File: config.mk
export PLATFORM = sky130hd
export DESIGN_NAME = sum_window_accumulator_flat
export DESIGN_NICKNAME = d
export VERILOG_FILES = /design/src/rtl/sum_window_accumulator_if.sv /design/src/rtl/sum_window_accumulator.sv /design/src/flat_wrapper.sv
export SDC_FILE = /design/constraint.sdc
export NUM_CORES = 1
export LEC_CHECK = 0
export BUFFER_PORTS_ARGS = -buffer_cell sky130_fd_sc_hd__buf_2
export CORE_MARGIN = 1
export CORE_UTILIZATION = 55
export DETAILED_ROUTE_END_ITERATION = 8
export GPL_ROUTABILITY_DRIVEN = 0
export GPL_TIMING_DRIVEN = 0
export HOLD_SLACK_MARGIN = 0.02
export PLACE_DENSITY = 0.79
export SYNTH_ARGS = -nofsm -noshare
export SYNTH_HDL_FRONTEND = slang
export SYNTH_SLANG_ARGS = --single-unit
File: constraint.sdc
create_clock -name clk -period 1.8 [get_ports clk]
set_input_delay 0.09 -clock clk [delete_from_list [all_inputs] [get_ports clk]]
set_output_delay 0.09 -clock clk [all_outputs]
set_load 0.05 [all_outputs]
File: src/rtl/sum_window_accumulator_if.sv
// Handshake bundle between the adder-stage sample source, the window accumulator
// and the downstream result consumer.
interface sum_window_accumulator_if #(
  parameter int ACC_W = 8,
  parameter int CNT_W = 3
);
  logic             in_valid;
  logic             in_ready;
  logic [2:0]       sum_in;
  logic             cout_in;
  logic             flush;
  logic             out_valid;
  logic             out_ready;
  logic [ACC_W-1:0] acc_out;
  logic [CNT_W-1:0] count_out;
  logic             sat_out;

  modport master (
    output in_valid, sum_in, cout_in, flush, out_ready,
    input  in_ready, out_valid, acc_out, count_out, sat_out
  );

  modport slave (
    input  in_valid, sum_in, cout_in, flush, out_ready,
    output in_ready, out_valid, acc_out, count_out, sat_out
  );
endinterface

File: src/rtl/sum_window_accumulator.sv
// Sums windows of 4-bit adder results {cout,sum} with saturation and presents each
// window total, sample count and sticky saturation flag on a valid/ready port.
module sum_window_accumulator #(
  parameter int ACC_W  = 8,
  parameter int WINDOW = 4,
  parameter int CNT_W  = 3
) (
  input logic                     clk,
  input logic                     rst,
  sum_window_accumulator_if.slave bus
);

  typedef enum logic {ACCUM, HOLD} state_t;

  state_t           r_state;
  logic [ACC_W-1:0] r_acc;
  logic [CNT_W-1:0] r_count;
  logic             r_sat;
  logic [ACC_W-1:0] r_acc_out;
  logic [CNT_W-1:0] r_count_out;
  logic             r_sat_out;

  state_t           w_state_next;
  logic [ACC_W-1:0] w_acc_next;
  logic [CNT_W-1:0] w_count_next;
  logic             w_sat_next;
  logic             w_load_out;

  logic [ACC_W:0]   w_sum;
  logic             w_ovf;
  logic [ACC_W-1:0] w_acc_sat;
  logic [CNT_W-1:0] w_count_inc;
  logic             w_full;
  logic             w_flush_close;

  // One extra bit on the adder exposes overflow for the clamp.
  assign w_sum       = {1'b0, r_acc} + {{(ACC_W-3){1'b0}}, bus.cout_in, bus.sum_in};
  assign w_ovf       = w_sum[ACC_W];
  assign w_acc_sat   = w_ovf ? {ACC_W{1'b1}} : w_sum[ACC_W-1:0];
  assign w_count_inc = r_count + 1'b1;
  assign w_full      = bus.in_valid && (w_count_inc == CNT_W'(WINDOW));
  assign w_flush_close = bus.flush && (bus.in_valid || (r_count != '0));

  always_comb begin
    w_state_next = r_state;
    w_acc_next   = r_acc;
    w_count_next = r_count;
    w_sat_next   = r_sat;
    w_load_out   = 1'b0;
    case (r_state)
      ACCUM: begin
        if (bus.in_valid) begin
          w_acc_next   = w_acc_sat;
          w_count_next = w_count_inc;
          w_sat_next   = r_sat | w_ovf;
        end
        if (w_full || w_flush_close) begin
          w_state_next = HOLD;
          w_load_out   = 1'b1;
        end
      end
      HOLD: begin
        if (bus.out_ready) begin
          w_state_next = ACCUM;
          w_acc_next   = '0;
          w_count_next = '0;
          w_sat_next   = 1'b0;
        end
      end
      default: w_state_next = ACCUM;
    endcase
  end

  always_ff @(posedge clk) begin
    if (rst) begin
      r_state     <= ACCUM;
      r_acc       <= '0;
      r_count     <= '0;
      r_sat       <= 1'b0;
      r_acc_out   <= '0;
      r_count_out <= '0;
      r_sat_out   <= 1'b0;
    end else begin
      r_state <= w_state_next;
      r_acc   <= w_acc_next;
      r_count <= w_count_next;
      r_sat   <= w_sat_next;
      if (w_load_out) begin
        r_acc_out   <= w_acc_next;
        r_count_out <= w_count_next;
        r_sat_out   <= w_sat_next;
      end
    end
  end

  // Handshake outputs depend on state only, so no input-to-output comb path.
  assign bus.in_ready  = (r_state == ACCUM);
  assign bus.out_valid = (r_state == HOLD);
  assign bus.acc_out   = r_acc_out;
  assign bus.count_out = r_count_out;
  assign bus.sat_out   = r_sat_out;

endmodule

File: src/flat_wrapper.sv
// flat-port wrapper written by rule: the top's interface ports become plain ports
module sum_window_accumulator_flat 
#(
  parameter int ACC_W  = 8,
  parameter int WINDOW = 4,
  parameter int CNT_W  = 3
)
  (clk, rst, bus_in_valid, bus_sum_in, bus_cout_in, bus_flush, bus_out_ready, bus_in_ready, bus_out_valid, bus_acc_out, bus_count_out, bus_sat_out);
  sum_window_accumulator_if #(.ACC_W(ACC_W), .CNT_W(CNT_W)) bus_i ();
  input logic clk;
  input logic rst;
  input wire logic [$bits(bus_i.in_valid)-1:0] bus_in_valid;
  input wire logic [$bits(bus_i.sum_in)-1:0] bus_sum_in;
  input wire logic [$bits(bus_i.cout_in)-1:0] bus_cout_in;
  input wire logic [$bits(bus_i.flush)-1:0] bus_flush;
  input wire logic [$bits(bus_i.out_ready)-1:0] bus_out_ready;
  output wire logic [$bits(bus_i.in_ready)-1:0] bus_in_ready;
  output wire logic [$bits(bus_i.out_valid)-1:0] bus_out_valid;
  output wire logic [$bits(bus_i.acc_out)-1:0] bus_acc_out;
  output wire logic [$bits(bus_i.count_out)-1:0] bus_count_out;
  output wire logic [$bits(bus_i.sat_out)-1:0] bus_sat_out;
  assign bus_i.in_valid = bus_in_valid;
  assign bus_i.sum_in = bus_sum_in;
  assign bus_i.cout_in = bus_cout_in;
  assign bus_i.flush = bus_flush;
  assign bus_i.out_ready = bus_out_ready;
  assign bus_in_ready = bus_i.in_ready;
  assign bus_out_valid = bus_i.out_valid;
  assign bus_acc_out = bus_i.acc_out;
  assign bus_count_out = bus_i.count_out;
  assign bus_sat_out = bus_i.sat_out;
  sum_window_accumulator #(.ACC_W(ACC_W), .WINDOW(WINDOW), .CNT_W(CNT_W)) u_core (.clk(clk), .rst(rst), .bus(bus_i));
endmodule
# After elaboration in Yosys (flattened, before gate mapping)
# Cells that the tools add are included.
word_totals:
  register_bits: 25
  output_inout_bits: 14
  elab_cells: 31
classes:
  add_sub_neg: 2
  n_eq_ne: 1
  muxes: 14
  bitwise: 2
  n_reduce_logical: 5
ops:
  columns: ["operator", "n"]
  rows:
  - ["two-way mux 8 bit", 3]
  - ["one-hot mux 8 bit (2 select lines)", 1]
  - ["adder 8 x 4 -> 9 bit", 1]
  - ["two-way mux 3 bit", 2]
  - ["one-hot mux 3 bit (2 select lines)", 1]
  - ["two-way mux 1 bit", 5]
  - ["one-hot mux 1 bit (2 select lines)", 2]
  - ["adder 3 x 1 -> 3 bit (second input constant)", 1]
  - ["equality test 3 bit (second input constant)", 1]
  - ["nonzero test 3 bit", 1]
  - ["logical AND 1 bit", 2]
  - ["logical OR 1 bit", 2]
  - ["NOT 1 bit", 1]
  - ["bitwise OR 1 bit", 1]

# Depth between registers and ports, before layout
depth:
  word_depth: 6
  ltp_mapped: 7

# Least setup slack after synthesis
# No wires, ideal clock.
synth_timing:
  path_kind: "register to register"
  startpoint: "register u_core.r_acc[0]"
  endpoint: "register u_core.r_acc_out[7] (netlist: u_core.bus.acc_out[7])"
  setup_time_ps: 146
  t_arrival_ps: 1539
  required_ps: 1654
  path_slack_ps: 114
  path_stages_with_launch: 7
  path_buffers: 0
  synth_period_minus_slack_ps: 1686
  cell_sequence: "dfxtp_1 ha_1 fa_1 nand3_2 a211oi_2 a211oi_1 a311oi_2"
synth_via:
  elab_chain_cells: 4
synth_rtl:
  columns: ["element", "line", "rtl"]
  rows:
  - ["start: declaration", "sum_window_accumulator.sv:16", "logic [ACC_W-1:0] r_acc;"]
  - ["start signal: assignment", "sum_window_accumulator.sv:85", "r_acc <= w_acc_next;"]
  - ["adder 8 x 4 -> 9 bit", "sum_window_accumulator.sv:37", "assign w_sum = {1'b0, r_acc} + {{(ACC_W-3){1'b0}}, bus.cout_in, bus.sum_in};"]
  - ["two-way mux 8 bit", "sum_window_accumulator.sv:39", "assign w_acc_sat = w_ovf ? {ACC_W{1'b1}} : w_sum[ACC_W-1:0];"]
  - ["two-way mux 8 bit", "sum_window_accumulator.sv:52", "if (bus.in_valid) begin"]
  - ["one-hot mux 8 bit (2 select lines)", "sum_window_accumulator.sv:50", "case (r_state)"]
  - ["end signal: assignment", "sum_window_accumulator.sv:89", "r_acc_out <= w_acc_next;"]
  - ["end: declaration", "sum_window_accumulator.sv:19", "logic [ACC_W-1:0] r_acc_out;"]
# Every way passes these cells.
# A chain may end at the register's enable or synchronous reset.

# Worst setup path in the final report
# Same ends and word-level chain as after synthesis.

==> flow_metrics.tcl <==
set metrics [dict create \
    status "complete, no violations" \
    grt_max_degree 15 \
    p_leak_nw 0.693 \
    required_ns 2.05 \
    drtIter0Drc 79 \
    drc_errors 0 \
    grt_pass1_vias 1208 \
    syn-cell-area_um2 1440 \
    num_io_pins 23 \
    cts_tree "done" \
    final_nets 204 \
    max_freq_mhz 569 \
    fp.dieH_um 53.2 \
    drive_gt1_share_pct 33.3 \
    final_hold_viol_count 0 \
    startpoint_type "flop" \
    slew_viol_final 0 \
    crit_family "compound AO/OA/AOI/OAI gates" \
    synth_top_area_share_pct 34.8 \
    hp-class "input pin to flop" \
    path_class "flop to flop" \
    fin_cells 216 \
    p_comb_share_pct 32.7 \
    async_flop_share_pct 0 \
    worst-path-buf-inv 0 \
    core_area_um2 2480 \
    dp_hpwl_um 2560 \
    synthesis.nets 174 \
    die_area_um2 2830 \
    cts_sinks 25 \
    portBuffers 21 \
    internal_power_w 0.000833 \
    ys_top_cells_by_count "dfxtp_1 (25), nand2_1 (13), a21oi_1 (10)" \
    overflow 0 \
    yosysMostFrequentCell "dfxtp_1" \
    tightest_slew_ns 0.525 \
    routedWlPerCell_um 17.2 \
    synth-seq-cells 25 \
    path_clk_slew_ns 0.15 \
    dr.pass1.iters 4 \
    synth-main-ff-cell "dfxtp_1" \
    synthCells 157 \
    clockBufferDepth 2 \
    maxCapViolCount 0 \
    vias 1354 \
    ys_types 51 \
    p_sw_share_pct 36.4 \
    cts-root-buf "clkbuf_4" \
    power.switching_w 0.000478 \
    slowest_stage "a211oi_2" \
    synth.avg_cell_area_um2 9.17 \
    fin_crit_ns 1.76 \
    grt_pass1_wl_um 5520 \
    yosysTopAreaCell "dfxtp_1" \
    cpPeakStageDelay_ns 0.40 \
    initial_core_util_pct 58.1 \
    path_max_fanout 5 \
    pwr-share-clk_pct 20.3 \
    worst_path_most_repeated_cell "a211oi_2" \
    critPathArrivalTime_ns 2.01 \
    endpoint_kind "flop" \
    vias_per_cell 6.27 \
    ys_seq_area_share_pct 34.8 \
    track_usage_pct 27.0 \
    cts_buffers 3 \
    yosys_warnings 0 \
    dp.cells 208 \
    die-width_um 53.2 \
    synthTopCellsByArea "dfxtp_1 (35%), ha_1 (6.1%), a211oi_1 (3.6%)" \
    cp_cell_sequence "ha_4 -> fa_2 -> nand3_4 -> a211oi_2 -> a211oi_2 -> a311oi_2" \
    areaGrowthSynthToFinish_pct 19.5 \
    antenna_found_initial 0 \
    cts_max_level 1 \
    setup_violations 0 \
    finClkSkew_ns 0.00765 \
    ir_drop_mv 0.583 \
    power_w 0.00131 \
    finalCritPeriodShare_pct 97.6 \
    holdBufCountCts 0 \
    clkLatencyLatePin_ns 0.33 \
    row_count 18 \
    slew_headroom_pct 65.0 \
    seq_power_share_pct 47.1 \
    synth-edff-count 0 \
    p_per_area_nw_per_um2 762 \
    antenna_cells 0 \
    ant_nets 0 \
    timing.hold.ws_ns 0.136 \
    routed_wl_um 3710 \
]
per-stage QoR:
step | area [um2] | utilization, % | setup WS (ns) | setup TNS, ns
final | 1720 | 69.4 | 0.0433 | 0
after global routing | 1720 | 69.4 | -0.0391 | -0.0725
after CTS | 1640 | 66.2 | -0.0122 | -0.0122
after detailed placement | 1580 | 63.9 | -0.100 | -0.138
after global placement | 1580 | 63.9 | -0.0206 | -0.0206
after floorplan | 1440 | - | 0.114 | 0
path summary, 6_finish.rpt:
path	start	slack, ns	end	depth (start not counted)
worst min register to register	u_core.bus.acc_out[4]	0.48	u_core.bus.acc_out[4]	2
worst max-delay path	u_core.r_acc[0]	0.04	u_core.bus.acc_out[7]	6
worst max register to register	u_core.r_acc[0]	0.04	u_core.bus.acc_out[7]	6
worst min-delay path	bus_out_ready	0.14	u_core.r_acc[4]	4
final cells by class:
cell class	count	area, um2
multi-input cells	115	921
repair buffers	25	148
plain buffers	9	53.8
well taps	30	37.5
clock buffers	3	22.5
clock inverters	1	5.00
fillers	193	757
flip-flops and latches	25	503
inverters	8	30.0
placed cells by master (no fill, tap or decap), types with 3 or more instances in the layout:
cell type  count
buf_2         25
clkbuf_4       3
a211oi_2       4
a21o_1         4
o31ai_1        3
buf_4          5
inv_1          7
dfxtp_1       23
ha_1           5
nand2_1       13
a211oi_1       5
o22ai_1        4
nor2_1         9
a31oi_1        8
a21oi_1       10
power by group through the flow:
| stage | Combinational (W) | Sequential (W) | Clock [W] |
|---|---|---|---|
| after floorplan | 0.000223 | 0.000688 | 0 |
| after global placement | 0.000357 | 0.000623 | 0 |
| after detailed placement | 0.000370 | 0.000627 | 0 |
| after CTS | 0.000384 | 0.000615 | 0.000264 |
| after global routing | 0.000457 | 0.000621 | 0.000279 |
| final | 0.000428 | 0.000617 | 0.000266 |
worst reg2reg max path: stages (launching register included):
cell      delay (ns)
dfxtp_2         0.38
ha_4            0.16
fa_2            0.25
nand3_4         0.12
a211oi_2        0.40
a211oi_2        0.10
a311oi_2        0.29
per-layer routing:
metal	part of all wire, %	global-route usage (%)	vias up
met3	7.5	4.60	9
met2	49	51.3	75
met5	0	0	-
met4	0.76	4.82	0
li1	-	-	643
met1	43	31.2	627
cells by family (layout without fill, tap and decap cells):
family	Yosys count	after routing	synth area share [%]
simple gates	42	42	16.7
fa+ha+maj	8	8	7.47
compound gates	57	57	29.2
mux	5	5	3.74
xor+xnor	3	3	2.35
flops	25	25	34.8
buf+inv	17	46	5.82
sequential cells by signal, summed over array words and instances, names as in the netlist:
register              flops
u_core.r_acc              8
u_core.r_sat              1
u_core.bus.count_out      3
u_core.bus.acc_out        8
u_core.r_count            3
u_core.bus.out_valid      1
u_core.bus.sat_out        1
repair_timing:
| action | 4_1_cts | 5_1_grt |
|---|---|---|
| cloned | 0 | 0 |
| pin swaps | 1 | 6 |
| endpoints found under the setup margin | 5 | 5 |
| setup buffers | 0 | 4 |
| resized for setup | 7 | 8 |
No activity file was read; power rests on OpenSTA's default activity.
